$ cat config.mk
export PLATFORM = sky130hd
export DESIGN_NAME = priority_arbiter
export DESIGN_NICKNAME = d
export VERILOG_FILES = /design/src/rtl/priority_arbiter.sv
export SDC_FILE = /design/constraint.sdc
export NUM_CORES = 1
export LEC_CHECK = 0
export BUFFER_PORTS_ARGS = -buffer_cell sky130_fd_sc_hd__buf_4
export CORE_ASPECT_RATIO = 1.25
export CORE_UTILIZATION = 45
export CTS_BUF_LIST = sky130_fd_sc_hd__clkbuf_8
export DETAILED_ROUTE_END_ITERATION = 8
export GPL_ROUTABILITY_DRIVEN = 0
export PLACE_DENSITY = 0.64
export SETUP_SLACK_MARGIN = 0.1
export SLEW_MARGIN = 25
export SYNTH_ARGS = -nofsm -noshare
export SYNTH_HDL_FRONTEND = slang
export SYNTH_SLANG_ARGS = --single-unit
$ cat constraint.sdc
create_clock -name clk -period 4.95 [get_ports clk]
set_input_delay 0.99 -clock clk [delete_from_list [all_inputs] [get_ports clk]]
set_output_delay 0.99 -clock clk [all_outputs]
set_load 0.02 [all_outputs]
$ cat src/rtl/priority_arbiter.sv
// Registered N-way arbiter with grant locking, fixed-priority or round-robin
// selection, and an optional per-tenure hold limit.
module priority_arbiter #(
    parameter int N        = 8,
    parameter int MAX_HOLD = 0
) (
    input  logic                 clk,
    input  logic                 reset,
    input  logic                 mode,
    input  logic [N-1:0]         req,
    output logic [N-1:0]         gnt,
    output logic                 gnt_valid,
    output logic [$clog2(N)-1:0] gnt_idx
);

    localparam int IW = $clog2(N);
    localparam int HW = (MAX_HOLD > 0) ? $clog2(MAX_HOLD + 1) : 1;

    localparam logic [0:0] IDLE = 1'b0;
    localparam logic [0:0] BUSY = 1'b1;

    logic [0:0]    state_q, state_d;
    logic [N-1:0]  gnt_q, gnt_d;
    logic [IW-1:0] idx_q, idx_d;
    logic [IW-1:0] ptr_q, ptr_d;
    logic [HW-1:0] hcnt_q, hcnt_d;

    logic [IW-1:0] fixWin, rrWin, win;
    logic          timeout, decide;

    always_comb begin
        fixWin = '0;
        for (int i = 0; i < N; i++) begin
            if (req[IW'(i)]) fixWin = IW'(i);
        end
    end

    // Walk from the farthest candidate back toward ptr so the last hit is the
    // first set bit in the order ptr, ptr-1, ... (mod N).
    always_comb begin
        int            pos;
        logic [IW-1:0] p;
        rrWin = '0;
        pos   = 0;
        p     = '0;
        for (int k = N - 1; k >= 0; k--) begin
            pos = int'(ptr_q) - k;
            if (pos < 0) pos = pos + N;
            p = IW'(pos);
            if (req[p]) rrWin = p;
        end
    end

    assign win     = mode ? rrWin : fixWin;
    assign timeout = (MAX_HOLD > 0) && (hcnt_q == HW'(MAX_HOLD));

    always_comb begin
        state_d = state_q;
        gnt_d   = gnt_q;
        idx_d   = idx_q;
        ptr_d   = ptr_q;
        hcnt_d  = hcnt_q;
        decide  = 1'b0;

        case (state_q)
            IDLE: decide = |req;
            BUSY: begin
                if (!req[idx_q] || timeout) begin
                    decide = 1'b1;
                end else if (MAX_HOLD > 0) begin
                    hcnt_d = hcnt_q + HW'(1);
                end
            end
            default: state_d = IDLE;
        endcase

        // Release and timeout both arbitrate over the raw request vector; on
        // timeout the owner stays eligible.
        if (decide) begin
            if (|req) begin
                state_d    = BUSY;
                gnt_d      = '0;
                gnt_d[win] = 1'b1;
                idx_d      = win;
                hcnt_d     = HW'(1);
                if (mode) ptr_d = (win == '0) ? IW'(N - 1) : win - IW'(1);
            end else begin
                state_d = IDLE;
                gnt_d   = '0;
                hcnt_d  = '0;
            end
        end
    end

    always_ff @(posedge clk) begin
        if (reset) begin
            state_q <= IDLE;
            gnt_q   <= '0;
            idx_q   <= '0;
            ptr_q   <= IW'(N - 1);
            hcnt_q  <= '0;
        end else begin
            state_q <= state_d;
            gnt_q   <= gnt_d;
            idx_q   <= idx_d;
            ptr_q   <= ptr_d;
            hcnt_q  <= hcnt_d;
        end
    end

    assign gnt       = gnt_q;
    assign gnt_valid = |gnt_q;
    assign gnt_idx   = idx_q;

endmodule

==> Flow_metrics.wiki, run 1 <==
{| class="wikitable"
! Metric !! Value
|-
| Total number of vias || 1449
|-
| Placeable core area || 3250 µm²
|-
| Horiz. Die Dim || 54.7 µm
|-
| Cell types with the highest counts after synthesis || sky130_fd_sc_hd__nand2_1 (18), sky130_fd_sc_hd__dfxtp_1 (15), sky130_fd_sc_hd__nor2_1 (13)
|-
| Final critical-path share of the clock period || 83.9%
|-
| Area growth from synthesis to layout || 13.3%
|-
| Overall track demand over capacity in global routing || 24.0%
|-
| Fraction of layout cells with a size suffix above 1 || 30.3%
|-
| # nets final || 203
|-
| Clock tree from TritonCTS || built
|-
| Number of gates resized after CTS || 0
|-
| Total number of placement rows || 23
|-
| Antenna diodes || 0
|-
| Final ANT Viol Nets || 0
|-
| Summed area of non-filler cells in the final layout || 1770 µm²
|-
| Status || finished, final reports clean
|-
| Data arrival time of the critical path || 4.29 ns
|-
| Class of the tightest hold or removal check || flop to flop
|-
| Post-synthesis sequential element count || 15
|-
| Leak Pwr || 0.697 nW
|-
| Max-slew violation count || 0
|-
| Fraction of registers with async set/reset || 0%
|-
| # DRC || 0
|-
| Total Routed Length || 3920 µm
|-
| Worst clock skew || 0.00138 ns
|-
| Clock tree buffer depth || 2
|-
| Root Buffer || sky130_fd_sc_hd__clkbuf_8
|-
| Post-layout minimum cycle time || 4.15 ns
|-
| Number of DRC markers in iteration 0 || 32
|-
| Primary FF master, synth || sky130_fd_sc_hd__dfxtp_1
|-
| Post-cts hold buffer count || 0
|-
| Startpoint type of the worst setup path || flop
|-
| Unique masters post-synth || 53
|-
| Cell taking the most area after synthesis || sky130_fd_sc_hd__dfxtp_1
|-
| Highest clock rate || 241 MHz
|-
| Post-DP HPWL || 2940 µm
|-
| Number of failing hold endpoints at the final stage || 0
|-
| Measured slew at the worst slew-check pin || 0.832 ns
|-
| RSZ-0062 raised after global routing || no
|-
| Syn_area_per_cell || 9.19 µm²
|-
| Register clock-pin slew on the reported worst setup and hold paths || 0.06 ns
|-
| Crit Path Class || flop to flop
|-
| Die Footprint || 3710 µm²
|-
| Maximum number of pins on one net before global-route repair || 22
|-
| Number of buffers created by CTS || 3
|-
| Final sum of negative setup slack || 0 ns
|-
| Total nets after synthesis || 184
|-
| H-tree depth || 1
|-
| First-pass GRT wire length || 6510 µm
|-
| Most frequent cell after synthesis || sky130_fd_sc_hd__nand2_1
|-
| Vertical die dimension || 67.9 µm
|-
| Total congestion overflow || 0
|-
| Sequential-to-total area share from yosys stat || 19.2%
|-
| Count of clock tree sinks || 15
|-
| Number of iterations in the first detailed-routing pass || 4
|-
| Top-level port count || 23
|-
| Synth Cell Area || 1560 µm²
|-
| CP Data Required Time || 5.09 ns
|-
| Starting density of the core || 48.1%
|-
| Power per standard cell area || 579 nW/µm²
|-
| Leading post-synthesis cells by cell area || sky130_fd_sc_hd__dfxtp_1 (19%), sky130_fd_sc_hd__mux4_2 (17%), sky130_fd_sc_hd__mux2_2 (7.2%)
|-
| Peak supply drop || 0.339 mV
|-
| Cell area after placement || 1720 µm²
|-
| Avg WL per Cell || 17.4 µm
|-
| Clk_lat worst skew || 0.25 ns
|-
| Routed via count divided by cell count || 6.44
|-
| Setup violation total in the final timing report || 0
|-
| Post-CTS setup buffer count || 0
|-
| Gate count of the mapped netlist || 170
|-
| Endpoint class of the critical path || flop
|-
| Biggest fanout along the worst timing path || 17
|-
| Input/output buffers || 22
|-
| Number of antenna violations at the first check in global routing || 0
|-
| Synthesis Warnings || 0
|-
| Slew headroom || 44.4%
|-
| Number of max-cap violations || 0
|-
| Area share of the leading cell type in the synthesized netlist || 19.2%
|-
| Via count of the first global-routing pass || 1385
|-
| Number of enable-type register cells in the synthesized netlist || 0
|}
## through the flow
step                      utilization, %  total power [mW]  hold WS (ns)  instances  setup WS (ns)
after detailed placement            53.0             0.923         0.467        221          0.809
final                               54.4              1.02         0.471        225          0.799
after floorplan                        -             0.779         0.535        170           1.34
after CTS                           54.4              1.02         0.478        225          0.792
after global placement              53.0             0.909         0.459        221          0.931
after global routing                54.4              1.10         0.507        225          0.490
## flip-flops by register name, summed over array words and instances (netlist names)
register and cells:
gnt 8, gnt_idx 3, ptr_q 3, state_q 1
## final timing paths
kind	from	to	slack, ns	cells after the start
hold reg to reg	gnt[5]	gnt[5]	0.47	2
setup / recovery	ptr_q[0]	ptr_q[1]	0.80	12
setup reg to reg	ptr_q[0]	ptr_q[1]	0.80	12
hold / removal	gnt[5]	gnt[5]	0.47	2
## cell type report
| cell class | count | area, µm² |
|---|---|---|
| Fill cell | 313 | 1480 |
| Tap cell | 37 | 46.3 |
| Sequential cell | 15 | 300 |
| Clock inverter | 1 | 5.00 |
| Timing Repair Buffer | 23 | 173 |
| Multi-Input combinational cell | 140 | 1180 |
| Inverter | 6 | 22.5 |
| Clock buffer | 3 | 41.3 |
## routing by layer
layer  wire length (µm)  GRT usage [%]
met5                  0              0
met2               2030           42.0
met3                119           1.78
met4                 76           8.33
met1               1700           30.0
## worst max-delay path: stages (launching register included)
cell                       delay [ns]
sky130_fd_sc_hd__dfxtp_1         0.79
sky130_fd_sc_hd__inv_1           0.20
sky130_fd_sc_hd__ha_1            0.62
sky130_fd_sc_hd__mux2_2          0.38
sky130_fd_sc_hd__mux4_2          0.48
sky130_fd_sc_hd__o311ai_1        0.29
sky130_fd_sc_hd__a21boi_1        0.13
sky130_fd_sc_hd__mux2i_1         0.15
sky130_fd_sc_hd__a21oi_2         0.31
sky130_fd_sc_hd__inv_2           0.10
sky130_fd_sc_hd__ha_1            0.28
sky130_fd_sc_hd__nor2_1          0.04
sky130_fd_sc_hd__a211o_1         0.26
## logic make-up (layout without fill, tap and decap cells)
family / count (synthesis) / count (layout) / share of synthesized area [%]
AO/OA/AOI/OAI: 48 / 48 / 22.3
XOR/XNOR: 3 / 3 / 1.68
adder cells (fa/ha/maj): 3 / 3 / 2.40
buffers and inverters: 15 / 33 / 5.12
flip-flops: 15 / 15 / 19.2
multiplexers: 31 / 31 / 32.1
AND/OR/NAND/NOR: 55 / 55 / 17.1
## where the power goes
part | switching (mW) | internal [mW] | total (mW)
sequential | 0.0572 | 0.151 | 0.208
combinational | 0.383 | 0.335 | 0.718
clock | 0.0430 | 0.0557 | 0.0987
## placed cells by master, fill, tap and decap left out, drive strengths merged, types with 2 or more instances in the layout
cell type	synthesis	final
o21ai	10	10
inv	6	6
o21a	2	2
clkbuf	2	3
nor2	14	14
buf	7	23
ha	3	3
nand2	19	19
nand3	2	2
mux2i	8	8
mux2	10	10
nand2b	2	2
a211oi	3	3
a22o	6	6
mux4	13	13
a221oi	2	2
nor3	3	3
dfxtp	15	15
nor2b	3	3
or2	2	2
nor4	6	6
xor2	2	2
a21oi	12	12
(Power assumes the default switching activity.)
==> run 2, diff against run 1 <==
--- a/config.mk
+++ b/config.mk
@@ -11,7 +11,7 @@
 export CTS_BUF_LIST = sky130_fd_sc_hd__clkbuf_8
 export DETAILED_ROUTE_END_ITERATION = 8
 export GPL_ROUTABILITY_DRIVEN = 0
-export PLACE_DENSITY = 0.64
+export PLACE_DENSITY = 0.67
 export SETUP_SLACK_MARGIN = 0.1
 export SLEW_MARGIN = 25
 export SYNTH_ARGS = -nofsm -noshare
==> constraint.sdc (replaced) <==
create_clock -name clk -period 3.5 [get_ports clk]
set_input_delay 0.7 -clock clk [delete_from_list [all_inputs] [get_ports clk]]
set_output_delay 0.7 -clock clk [all_outputs]
set_load 0.02 [all_outputs]
==> Flow_metrics.wiki, run 2 (synthesis results as in run 1) <==
{| class="wikitable"
! Metric !! Value
|-
| Total number of placement rows || 23 (unchanged)
|-
| Worst reg2reg startpoint || ptr_q[1]
|-
| Slew headroom || 59.3% (+15 points)
|-
| Routed via count divided by cell count || 6.49 (+0.76%)
|-
| Final sum of negative setup slack || 0 ns (unchanged)
|-
| Post-cts hold buffer count || 0 (unchanged)
|-
| Area growth from synthesis to layout || 16.0%
|-
| Number of max-cap violations || 0 (unchanged)
|-
| Overall track demand over capacity in global routing || 24.0% (+0.060 points)
|-
| Leak Pwr || 0.712 nW (+2.1%)
|-
| Power per standard cell area || 824 nW/µm² (+42%)
|-
| Path depth of the worst reg2reg path || 13 (+1)
|-
| Number of flip-flops in the largest register || 8 (unchanged)
|-
| Peak supply drop || 0.540 mV (+59%)
|-
| Via count of the first global-routing pass || 1427 (+3.0%)
|-
| Most used cells in the layout excluding fill and tap cells || sky130_fd_sc_hd__buf_4 (27), sky130_fd_sc_hd__nand2_1 (18), sky130_fd_sc_hd__dfxtp_1 (15), sky130_fd_sc_hd__nor2_1 (13), sky130_fd_sc_hd__mux4_2 (12)
|-
| Die Footprint || 3710 µm² (unchanged)
|-
| Number of buffers created by CTS || 3 (unchanged)
|-
| Root Buffer || sky130_fd_sc_hd__clkbuf_8
|-
| RSZ-0062 raised after global routing || no
|-
| Capture point of the worst reg-to-reg path || ptr_q[2]
|-
| Input/output buffers || 22 (unchanged)
|-
| Worst clock skew || 0.00509 ns (+0.00371 ns)
|-
| Clk_lat worst skew || 0.24 ns (about the same)
|-
| Number of iterations in the first detailed-routing pass || 4 (unchanged)
|-
| Vertical die dimension || 67.9 µm (unchanged)
|-
| Data arrival time of the critical path || 3.31 ns (-0.98 ns)
|-
| Total number of vias || 1486 (+2.6%)
|-
| Reg-to-reg setup timing slack || 0.37 ns (-0.43 ns)
|-
| CP Data Required Time || 3.68 ns (-1.41 ns)
|-
| Count of clock tree sinks || 15 (unchanged)
|-
| Class of the tightest hold or removal check || flop to flop
|-
| Final critical-path share of the clock period || 89.5% (+5.7 points)
|-
| Top-level port count || 23 (unchanged)
|-
| Setup violation total in the final timing report || 0 (unchanged)
|-
| Most common library cell in the layout ignoring fill and taps || sky130_fd_sc_hd__buf_4
|-
| Sequential cell area in the final layout || 300 µm² (unchanged)
|-
| Number of gates resized after CTS || 0 (unchanged)
|-
| Total congestion overflow || 0 (unchanged)
|-
| Number of failing hold endpoints at the final stage || 0 (unchanged)
|-
| Number of DRC markers in iteration 0 || 74 (+130%)
|-
| Startpoint type of the worst setup path || flop
|-
| Placeable core area || 3250 µm² (unchanged)
|-
| Filler cell count || 311 (-0.64%)
|-
| Antenna diodes || 0 (unchanged)
|-
| Register clock-pin slew on the reported worst setup and hold paths || 0.06 ns (about the same)
|-
| Avg WL per Cell || 17.6 µm (+0.81%)
|-
| CP startpoint || ptr_q[1]
|-
| Post-DP HPWL || 3080 µm (+4.8%)
|-
| Starting density of the core || 48.1% (unchanged)
|-
| Fraction of layout cells with a size suffix above 1 || 32.8% (+2.5 points)
|-
| Post-layout minimum cycle time || 3.13 ns (-1.02 ns)
|-
| Endpoint class of the critical path || flop
|-
| # nets final || 207 (+2.0%)
|-
| First-pass GRT wire length || 6500 µm (-0.21%)
|-
| H-tree depth || 1 (unchanged)
|-
| Max-slew violation count || 0 (unchanged)
|-
| Clock tree buffer depth || 2 (unchanged)
|-
| Clock tree from TritonCTS || built
|-
| Status || finished, final reports clean
|-
| # DRC || 0 (unchanged)
|-
| Total Routed Length || 4020 µm (+2.6%)
|-
| Crit Path Class || flop to flop
|-
| Capture point of the worst path || ptr_q[2]
|-
| PnR worst setup slack || 0.367 ns (-0.432 ns)
|-
| Measured slew at the worst slew-check pin || 0.610 ns (-0.222 ns)
|-
| Biggest fanout along the worst timing path || 13 (-4)
|-
| Area of the multi-input gates || 1190 µm² (+1.1%)
|-
| Maximum number of pins on one net before global-route repair || 17 (-23%)
|-
| Horiz. Die Dim || 54.7 µm (unchanged)
|-
| Highest clock rate || 319 MHz (+32%)
|-
| Post-route total power || 1.49 mW (+46%)
|-
| Worst slack at placement || 0.322 ns (-0.487 ns)
|-
| Number of antenna violations at the first check in global routing || 0 (unchanged)
|-
| Final ANT Viol Nets || 0 (unchanged)
|-
| Post-CTS setup buffer count || 0 (unchanged)
|}
-- run 2: power by group --
group / internal (mW) / leakage, nW / switching, mW
logic: 0.509 / 0.563 / 0.583
registers: 0.213 / 0.123 / 0.0509
clock network: 0.0787 / 0.0255 / 0.0594
-- run 2: worst min-delay path by stage --
stage,from,slack (ns),cells past startpoint,end
6_report,gnt[4],0.47,2,gnt[4]
5_1_grt,gnt[0],0.50,2,gnt[0]
4_1_cts,gnt[4],0.47,2,gnt[4]
3_5_place_dp,gnt[4],0.46,2,gnt[4]
3_3_place_gp,gnt[0],0.45,2,gnt[0]
2_1_floorplan,gnt[0],0.54,2,gnt[0]
-- run 2: cell type report --
| type | instances | share of cell area (%) |
|---|---|---|
| multi-input combinational | 140 | 65.9 |
| sequential | 15 | 16.6 |
| timing repair buffer | 27 | 11.2 |
| tap | 37 | 2.55 |
| clock buffer | 3 | 2.28 |
| inverter | 6 | 1.24 |
| clock inverter | 1 | 0.276 |
-- run 2: layer usage --
| layer | track usage (%) | vias to the layer above | wire (µm) |
|---|---|---|---|
| met5 | 0 | - | 0 |
| met4 | 8.33 | 0 | 72 |
| met3 | 1.56 | 8 | 140 |
| met2 | 45.3 | 44 | 2210 |
| met1 | 27.2 | 730 | 1600 |
| li1 | - | 704 | - |
-- run 2: per-stage QoR --
step	cell area [µm²]	hold WS [ns]	std cells	utilization, %
after floorplan	1580	0.535	170	-
after global placement	1770	0.453	225	54.3
after detailed placement	1770	0.463	225	54.3
after CTS	1810	0.473	229	55.8
after global routing	1810	0.504	229	55.8
final	1810	0.471	229	55.8
-- run 2: worst max-delay path, cell delays in order, from the launching register on --
cell                       delay [ns]
sky130_fd_sc_hd__dfxtp_1         0.34
sky130_fd_sc_hd__inv_2           0.09
sky130_fd_sc_hd__ha_4            0.37
sky130_fd_sc_hd__mux2_2          0.35
sky130_fd_sc_hd__mux4_2          0.49
sky130_fd_sc_hd__o311ai_1        0.28
sky130_fd_sc_hd__a21boi_1        0.14
sky130_fd_sc_hd__mux2i_1         0.14
sky130_fd_sc_hd__a21oi_2         0.17
sky130_fd_sc_hd__inv_2           0.07
sky130_fd_sc_hd__ha_1            0.19
sky130_fd_sc_hd__nor3b_1         0.14
sky130_fd_sc_hd__a22o_1          0.18
sky130_fd_sc_hd__a21oi_1         0.11
==> run 3, diff against run 2 <==
--- a/config.mk
+++ b/config.mk
@@ -11,6 +11,7 @@
 export CTS_BUF_LIST = sky130_fd_sc_hd__clkbuf_8
 export DETAILED_ROUTE_END_ITERATION = 8
 export GPL_ROUTABILITY_DRIVEN = 0
+export GPL_TIMING_DRIVEN = 0
 export PLACE_DENSITY = 0.67
 export SETUP_SLACK_MARGIN = 0.1
 export SLEW_MARGIN = 25
==> Flow_metrics.wiki, run 3 (synthesis results as in run 1) <==
{| class="wikitable"
! Metric !! Value
|-
| Status || finished, final reports clean
|-
| CP startpoint || ptr_q[1]
|-
| Worst slack at placement || -0.291 ns (-0.613 ns)
|-
| Peak supply drop || 0.566 mV (+4.8%)
|-
| Register clock-pin slew on the reported worst setup and hold paths || 0.06 ns (about the same)
|-
| Avg WL per Cell || 17.6 µm (+0.24%)
|-
| Final sum of negative setup slack || 0 ns (unchanged)
|-
| Final design utilization || 61.6% (+5.8 points)
|-
| Slew headroom || 60.6% (+1.2 points)
|-
| Startpoint type of the worst setup path || flop
|-
| Clk_lat worst skew || 0.25 ns (about the same)
|-
| Final ANT Viol Nets || 0 (unchanged)
|-
| Clock tree from TritonCTS || built
|-
| Total number of vias || 1509 (+1.5%)
|-
| Most used cell along the critical path || sky130_fd_sc_hd__ha_4
|-
| Post-route total power || 1.70 mW (+14%)
|-
| Number of max-cap violations || 0 (unchanged)
|-
| Sequential cell area in the final layout || 303 µm² (+0.83%)
|-
| Sequence of cells on the critical path || buf_6 -> buf_8 -> inv_4 -> ha_4 -> buf_4 -> mux2_2 -> mux4_2 -> o311ai_4 -> a21boi_2 -> mux2i_1 -> a21oi_2 -> inv_2 -> ha_4 -> nor3b_1 -> a22o_1 -> a21oi_1
|-
| Summed area of non-filler cells in the final layout || 2000 µm² (+10%)
|-
| PnR worst setup slack || 0.230 ns (-0.137 ns)
|-
| Data arrival time of the critical path || 3.45 ns (+0.14 ns)
|-
| Via count of the first global-routing pass || 1426 (-0.070%)
|-
| Top-level port count || 23 (unchanged)
|-
| Path depth of the worst reg2reg path || 16 (+3)
|-
| Clock tree buffer depth || 2 (unchanged)
|-
| Count of clock tree sinks || 15 (unchanged)
|-
| Vertical die dimension || 67.9 µm (unchanged)
|-
| Post-cts hold buffer count || 0 (unchanged)
|-
| Endpoint class of the critical path || flop
|-
| Instance count along the most critical hold path || 2 (unchanged)
|-
| Filler cell count || 284 (-8.7%)
|-
| Most used cells in the layout excluding fill and tap cells || sky130_fd_sc_hd__buf_4 (32), sky130_fd_sc_hd__nand2_1 (18), sky130_fd_sc_hd__nor2_1 (13), sky130_fd_sc_hd__dfxtp_1 (13), sky130_fd_sc_hd__mux4_2 (12)
|-
| WHS || 0.466 ns (-0.00574 ns)
|-
| Number of antenna violations at the first check in global routing || 0 (unchanged)
|-
| Post-DP HPWL || 3050 µm (-0.76%)
|-
| Post-layout minimum cycle time || 3.27 ns (+0.137 ns)
|-
| Cell area after placement || 1780 µm² (+0.99%)
|-
| Horiz. Die Dim || 54.7 µm (unchanged)
|-
| Leak Pwr || 0.786 nW (+10%)
|-
| Crit Path Class || flop to flop
|-
| Routed via count divided by cell count || 6.18 (-4.7%)
|-
| # DRC || 0 (unchanged)
|-
| Placeable core area || 3250 µm² (unchanged)
|-
| Total number of placement rows || 23 (unchanged)
|-
| Setup violation total in the final timing report || 0 (unchanged)
|-
| Maximum number of pins on one net before global-route repair || 11 (-6)
|-
| Number of flip-flops in the largest register || 8 (unchanged)
|-
| Start point of the worst min-delay path || gnt[5]
|-
| Number of failing hold endpoints at the final stage || 0 (unchanged)
|-
| Top cell family by delay on the critical path || multiplexers
|-
| Die Footprint || 3710 µm² (unchanged)
|-
| H-tree depth || 1 (unchanged)
|-
| Fraction of layout cells with a size suffix above 1 || 40.1% (+7.3 points)
|-
| Antenna diodes || 0 (unchanged)
|-
| Final critical-path share of the clock period || 93.4% (+3.9 points)
|-
| Number of iterations in the first detailed-routing pass || 4 (unchanged)
|-
| Area growth from synthesis to layout || 28.2%
|-
| Class of the tightest hold or removal check || flop to flop
|-
| Number of DRC markers in iteration 0 || 78 (+5.4%)
|-
| First-pass GRT wire length || 6790 µm (+4.5%)
|-
| RSZ-0062 raised after global routing || no
|-
| Highest clock rate || 306 MHz (-4.2%)
|-
| Root Buffer || sky130_fd_sc_hd__clkbuf_8
|-
| Number of buffers created by CTS || 3 (unchanged)
|-
| Stages on worst setup path || 16 (+3)
|-
| Cells after DPL || 228 (+1.3%)
|-
| Number of standard cells in the layout, taps in and fillers out || 244 (+6.6%)
|-
| Most common library cell in the layout ignoring fill and taps || sky130_fd_sc_hd__buf_4
|-
| Total congestion overflow || 0 (unchanged)
|-
| Biggest fanout along the worst timing path || 7 (-6)
|-
| Power per standard cell area || 848 nW/µm² (+3.0%)
|-
| # nets final || 222 (+7.2%)
|-
| Worst reg2reg startpoint || ptr_q[1]
|-
| Number of buffers and inverters on the critical path || 5 (+3)
|-
| Input/output buffers || 21 (-4.5%)
|-
| Max-slew violation count || 0 (unchanged)
|-
| Total Routed Length || 4300 µm (+6.8%)
|-
| Measured slew at the worst slew-check pin || 0.591 ns (-0.0186 ns)
|-
| Area of the multi-input gates || 1230 µm² (+3.4%)
|-
| Starting density of the core || 48.1% (unchanged)
|-
| Slowest cell on the critical path || sky130_fd_sc_hd__mux4_2
|-
| CP peak stage delay || 0.51 ns (+0.02 ns)
|-
| CP Data Required Time || 3.68 ns (about the same)
|-
| Worst clock skew || 0.00206 ns (-0.00302 ns)
|-
| Overall track demand over capacity in global routing || 25.5% (+1.4 points)
|}
## run 3: report_power, final
group          internal [mW]  switching (mW)  total [mW]
Sequential             0.215          0.0374       0.252
Combinational          0.634           0.675        1.31
Clock                 0.0788          0.0597       0.138
Total                  0.927           0.772        1.70
## run 3: worst paths after layout
path / end / slack (ns)
setup reg to reg: ptr_q[2] / 0.23
setup / recovery: ptr_q[2] / 0.23
hold / removal: gnt[5] / 0.47
hold reg to reg: gnt[5] / 0.47
## run 3: metal layers
layer / wire length, µm / GRT usage (%) / up-vias
met5: 0 / 0 / -
met4: 67 / 8.97 / 0
met3: 100 / 1.56 / 7
met2: 2320 / 45.9 / 36
met1: 1810 / 30.9 / 733
li1: - / - / 733
## run 3: cell type report
| cell class | instances | area share [%] |
|---|---|---|
| clock buffer | 3 | 2.06 |
| multi-input combinational | 140 | 61.6 |
| timing repair buffer | 33 | 13.0 |
| inverter | 6 | 1.37 |
| clock inverter | 1 | 0.250 |
| buffer | 9 | 4.25 |
| sequential | 15 | 15.1 |
| tap | 37 | 2.31 |
## run 3: worst reg2reg max path, stage by stage, from the launching register on
cell and delay (ns):
sky130_fd_sc_hd__dfxtp_2 0.33, sky130_fd_sc_hd__buf_6 0.10, sky130_fd_sc_hd__buf_8 0.11, sky130_fd_sc_hd__inv_4 0.06, sky130_fd_sc_hd__ha_4 0.27, sky130_fd_sc_hd__buf_4 0.12, sky130_fd_sc_hd__mux2_2 0.32, sky130_fd_sc_hd__mux4_2 0.51
sky130_fd_sc_hd__o311ai_4 0.27, sky130_fd_sc_hd__a21boi_2 0.11, sky130_fd_sc_hd__mux2i_1 0.14, sky130_fd_sc_hd__a21oi_2 0.17, sky130_fd_sc_hd__inv_2 0.08, sky130_fd_sc_hd__ha_4 0.16, sky130_fd_sc_hd__nor3b_1 0.13, sky130_fd_sc_hd__a22o_1 0.21
sky130_fd_sc_hd__a21oi_1 0.12
## run 3: timing repair
action | 4_1_cts | 5_1_grt
setup buffers | 5 | 7
gates resized for setup | 13 | 4
cloned | 0 | 0
pin swaps | 5 | 6
hold endpoints to repair | 0 | 0
endpoints found under the setup margin | 3 | 2
